File: src/rtl/pia_keyboard_port.sv
// pia_keyboard_port: PIA keyboard register pair (KBD/KBDCR) fed by an
// upper-casing character FIFO with a sticky overflow flag.
module pia_keyboard_port #(
   parameter int DEPTH = 8
) (
   input  logic                    clk14,
   input  logic                    rst_n,
   input  logic                    enable,
   input  logic                    key_valid,
   input  logic [6:0]              key_ascii,
   input  logic                    cs,
   input  logic                    address,
   input  logic                    we,
   input  logic                    flush,
   output logic [7:0]              dout,
   output logic [$clog2(DEPTH):0]  level,
   output logic                    overflow
);
   localparam int AW = $clog2(DEPTH);
   logic [6:0]    mem_q [DEPTH];
   logic [AW-1:0] wr_ptr_q, wr_ptr_d, rd_ptr_q, rd_ptr_d;
   logic [AW:0]   level_q, level_d;
   logic          ovf_q, ovf_d;
   logic          rd_kbd, rd_cr, pop, push, drop, not_empty;
   logic [6:0]    up_char;
   always_comb begin
      rd_kbd    = cs & enable & ~we & ~address;
      rd_cr     = cs & enable & ~we & address;
      not_empty = level_q != '0;
      pop       = rd_kbd & not_empty;
      // a pop in the same cycle frees the slot a full FIFO needs for the push
      push      = key_valid & ((level_q != (AW+1)'(DEPTH)) | pop);
      drop      = key_valid & ~push;
      up_char   = (key_ascii >= 7'h61 && key_ascii <= 7'h7A) ? key_ascii - 7'h20 : key_ascii;
      wr_ptr_d  = flush ? '0 : push ? wr_ptr_q + AW'(1) : wr_ptr_q;
      rd_ptr_d  = flush ? '0 : pop ? rd_ptr_q + AW'(1) : rd_ptr_q;
      level_d   = flush ? '0 : level_q + (AW+1)'(push) - (AW+1)'(pop);
      ovf_d     = flush ? 1'b0 : drop ? 1'b1 : rd_cr ? 1'b0 : ovf_q;
      dout      = address ? {not_empty, ovf_q, 6'b0} : not_empty ? {1'b1, mem_q[rd_ptr_q]} : 8'h80;
      level     = level_q;
      overflow  = ovf_q;
   end
   always_ff @(posedge clk14 or negedge rst_n) begin
      if (!rst_n) begin
         wr_ptr_q <= '0;
         rd_ptr_q <= '0;
         level_q  <= '0;
         ovf_q    <= 1'b0;
      end else begin
         wr_ptr_q <= wr_ptr_d;
         rd_ptr_q <= rd_ptr_d;
         level_q  <= level_d;
         ovf_q    <= ovf_d;
      end
   end
   // storage is never reset; only entries between the pointers are meaningful
   always_ff @(posedge clk14) begin
      if (push && !flush) mem_q[wr_ptr_q] <= up_char;
   end
endmodule
File: config.mk
export PLATFORM = sky130hd
export DESIGN_NAME = pia_keyboard_port
export DESIGN_NICKNAME = d
export VERILOG_FILES = /design/src/rtl/pia_keyboard_port.sv
export SDC_FILE = /design/constraint.sdc
export NUM_CORES = 1
export LEC_CHECK = 0
export BUFFER_PORTS_ARGS = -buffer_cell sky130_fd_sc_hd__buf_2
export CORE_UTILIZATION = 50
export DETAILED_ROUTE_END_ITERATION = 16
export PLACE_DENSITY_LB_ADDON = 0.3
export SETUP_SLACK_MARGIN = 0.2
export SYNTH_ARGS = -nofsm -noshare
export SYNTH_HDL_FRONTEND = slang
export SYNTH_SLANG_ARGS = --single-unit
export TNS_END_PERCENT = 5
File: constraint.sdc
create_clock -name clk14 -period 2.5 [get_ports clk14]
set_clock_uncertainty 0.2 [all_clocks]
set_input_delay 0.125 -clock clk14 [delete_from_list [all_inputs] [get_ports clk14]]
set_output_delay 0.125 -clock clk14 [all_outputs]
set_load 0.05 [all_outputs]
==> flow_metrics.env <==
export IMPL_status="finished clean"
export IMPL_maxCapViolations=0
export IMPL_drt_pass1_iter_count=4
export IMPL_design_die_area_um2=6348
export IMPL_flow_area_growth_from_synthesis_pct=23.43
export IMPL_timing_max_slew_rel_slack_pct=43.66
export IMPL_global_route_layer_with_the_greatest_usage="met2"
export IMPL_synth_enable_flop_cells=56
export IMPL_grt_util_met1_pct=29.06
export IMPL_layout_cells_most_common="edfxtp_1"
export IMPL_met2_usage_pct=31.20
export IMPL_max_freq_mhz=425.7
export IMPL_n_antenna_cell=0
export IMPL_criticalPathCategory="register to output port"
export IMPL_first_iter_violations=134
export IMPL_grt_antenna_before_repair=0
export IMPL_postSynthAreaPerCell_um2=16.13
export IMPL_cts_root_buf="clkbuf_8"
export IMPL_timing_final_setup_violations=0
export IMPL_timing_max_transition_violations_final=0
export IMPL_finish_instance_area_um2=3724
export IMPL_tightest_slew_ps=845.1
export IMPL_crit_path_start_kind="register"
export IMPL_detail_route_drc_violations=0
export IMPL_tritoncts="yes"
export IMPL_die_x_um=79.68
export IMPL_drt_wl_total_um=5823
export IMPL_timing_hold_violations_final=0
export IMPL_clk_latency_ps=340
export IMPL_crit_required_ps=2170
export IMPL_postRouteAntennaNets=0
export IMPL_initial_core_utilization_pct=53.15
export IMPL_cts_htree_levels=3
export IMPL_grt_start_max_net_pins=15
export IMPL_min_path_type="input port to register"
export IMPL_cts_buffers_inserted=9
export IMPL_design_power_total_mw=3.063
export IMPL_r2r_setup_slack_ps=200
export IMPL_synth_nets=211
export IMPL_rsz_0062_raised_after_global_routing="true"
export IMPL_yosysUniqueCellTypes=37
export IMPL_crit_buf_inv=2
export IMPL_finalCriticalPeriod_ps=2349
export IMPL_netlist_area_um2=3017
export IMPL_detailed_place_area_um2=3358
export IMPL_nets_final=272
export IMPL_detail_route_vias_per_cell=5.671
export IMPL_track_usage_pct=20.73
export IMPL_synth_ff_type="edfxtp_1"
export IMPL_vdd_drop_max_mv=0.5537
export IMPL_via_total_after_detailed_routing=1843
export IMPL_async_flop_share_pct=16.42
export IMPL_numClockSinks=67
export IMPL_critical_path_max_stage_delay_ps=390
export IMPL_synth_warning_count=0
export IMPL_grt_pass1_vias=1702
export IMPL_p_leak_nw=1.376
export IMPL_post_synth_inst_count=187
export IMPL_max_clock_path_buffers=2
export IMPL_ys_seq_elements=67
export IMPL_worst_r2r_startpoint="level[2]$_DFF_PN0_"
export IMPL_grt_overflow=0
export IMPL_clkTransAtPathRegs_ps=80
export IMPL_setup_tns_ps=0
export IMPL_pin_count=28
export IMPL_worst_setup_path_end_kind="output port"
export IMPL_critical_path_cell_with_the_highest_stage_delay="or2_2"
export IMPL_critical_path_endpoint="dout[6]"
export IMPL_dp_final_hpwl_um=3804
export IMPL_path_cells="inv_4 > ha_4 > nor3b_4 > or2_2 > o21ai_1 > buf_2"
export IMPL_std_cell_rows=27
export IMPL_cp_top_delay_family="simple AND/OR/NAND/NOR gates"
export IMPL_timing_hold_worst_path_depth=2
export IMPL_critPathArrivalTime_ps=2020
export IMPL_cp_depth=6
export IMPL_worstReg2RegEnd="level[1]$_DFF_PN0_"
export IMPL_place_port_buffers=27
export IMPL_core_um2=5675
export IMPL_commonest_cells_after_routing_fill_and_taps_aside="edfxtp_1 (56), buf_2 (27), nor2_1 (22)"
export IMPL_replace_congestion=0.7787
export IMPL_avgRoutedWirePerCell_um=17.92
export IMPL_use_met3_pct=5.486
export IMPL_worst_path_max_fanout=7
export IMPL_chipHeight_um=79.68
export IMPL_critPathLaunch="level[2]$_DFF_PN0_"
export IMPL_synth_seq_area_share_pct=64.87
export IMPL_final_period_utilization_pct=93.96
export IMPL_power_per_cell_area_nw_per_um2=822.7
export IMPL_proportion_of_layout_cells_with_a_drive_suffix_above_1_pct=34.78
export IMPL_grt_pass1_wl_um=9114
export IMPL_worst_r2r_cell_count=9
==> worst min-delay path by stage <==
stage | start | end | slack [ps]
floorplan | rst_n | level[0]$_DFF_PN0_ | -370
global placement | rst_n | wr_ptr_q[0]$_DFFE_PN0P_ | -190
detailed placement | rst_n | wr_ptr_q[0]$_DFFE_PN0P_ | -190
CTS | address | rd_ptr_q[0]$_DFFE_PN0P_ | 70
global route | key_ascii[0] | mem_q[7][5]$_DFFE_PP_ | 110
finish | key_ascii[0] | mem_q[5][5]$_DFFE_PP_ | 100
==> Yosys cell counts (3+ instances only) <==
cell type,count,area (um^2)
ha_1,8,100.1
xnor2_1,4,35.03
a21oi_1,5,25.02
mux2i_1,8,80.08
dfrtp_1,11,275.3
nor2_1,22,82.58
nand2_1,10,37.54
inv_1,7,26.28
mux4_2,8,180.2
edfxtp_1,56,1682
mux4_1,6,157.7
or3_1,3,18.77
nor3_1,3,15.01
o21ai_0,6,30.03
==> kinds of logic after synthesis <==
family	share of synthesized area, %
fa+ha+maj	3.982
flops	64.87
simple gates	9.042
compound gates	4.895
mux	13.85
xor+xnor	1.161
buf+inv	2.198
==> power by group <==
part | internal (mW) | leakage, nW | switching (mW) | total, mW
logic | 0.330 | 0.628 | 0.527 | 0.858
registers | 1.27 | 0.650 | 0.0446 | 1.32
clock network | 0.467 | 0.0979 | 0.421 | 0.888
total | 2.07 | 1.38 | 0.993 | 3.06
==> timing repair <==
action	4_1_cts	5_1_grt
hold buffers	10	0
setup endpoints to repair	9	9
gates resized for setup	1	4
pin swaps	1	3
buffers inserted	0	6
endpoints found under the hold margin	62	0
gates cloned	0	0
==> area by class of cell <==
| cell class | instances | area, um^2 |
|---|---|---|
| inverters | 7 | 28.78 |
| clock buffers | 9 | 123.9 |
| repair buffers | 56 | 390.4 |
| fillers | 398 | 1952 |
| flip-flops and latches | 67 | 1961 |
| well taps | 72 | 90.09 |
| multi-input cells | 107 | 1054 |
| clock inverters | 7 | 76.32 |
==> stage by stage <==
| stage | worst slack [ps] | cells | hold slack, ps | utilization [%] |
|---|---|---|---|---|
| 2_1_floorplan | 50.42 | 187 | -370.6 | - |
| 3_3_place_gp | 227.5 | 293 | -194.2 | 59.17 |
| 3_5_place_dp | 157.7 | 293 | -192.8 | 59.17 |
| 4_1_cts | 180.2 | 319 | 65.08 | 64.48 |
| 5_1_grt | 89.33 | 325 | 107.1 | 65.61 |
| 6_report | 151.1 | 325 | 99.59 | 65.61 |
==> state kept, by name, summed over array words and instances (netlist names) <==
name      cells
level         4
mem_q        56
overflow      1
rd_ptr_q      3
wr_ptr_q      3
==> worst reg2reg max path, delay by kind of cell, from the launching register on <==
family	cells	cell delay, ps
adders and majority gates	3	790
and+or+nand+nor	4	710
DFF	1	380
AOI/OAI and AO/OA	1	70
buffers and inverters	1	50
==> per-layer routing <==
metal  vias up  routed length (um)
li1        849                   -
met4         0                 104
met3        12                 307
met2        58                2740
met1       924                2671
met5         -                   0
No activity file was read; power rests on OpenSTA's default activity.
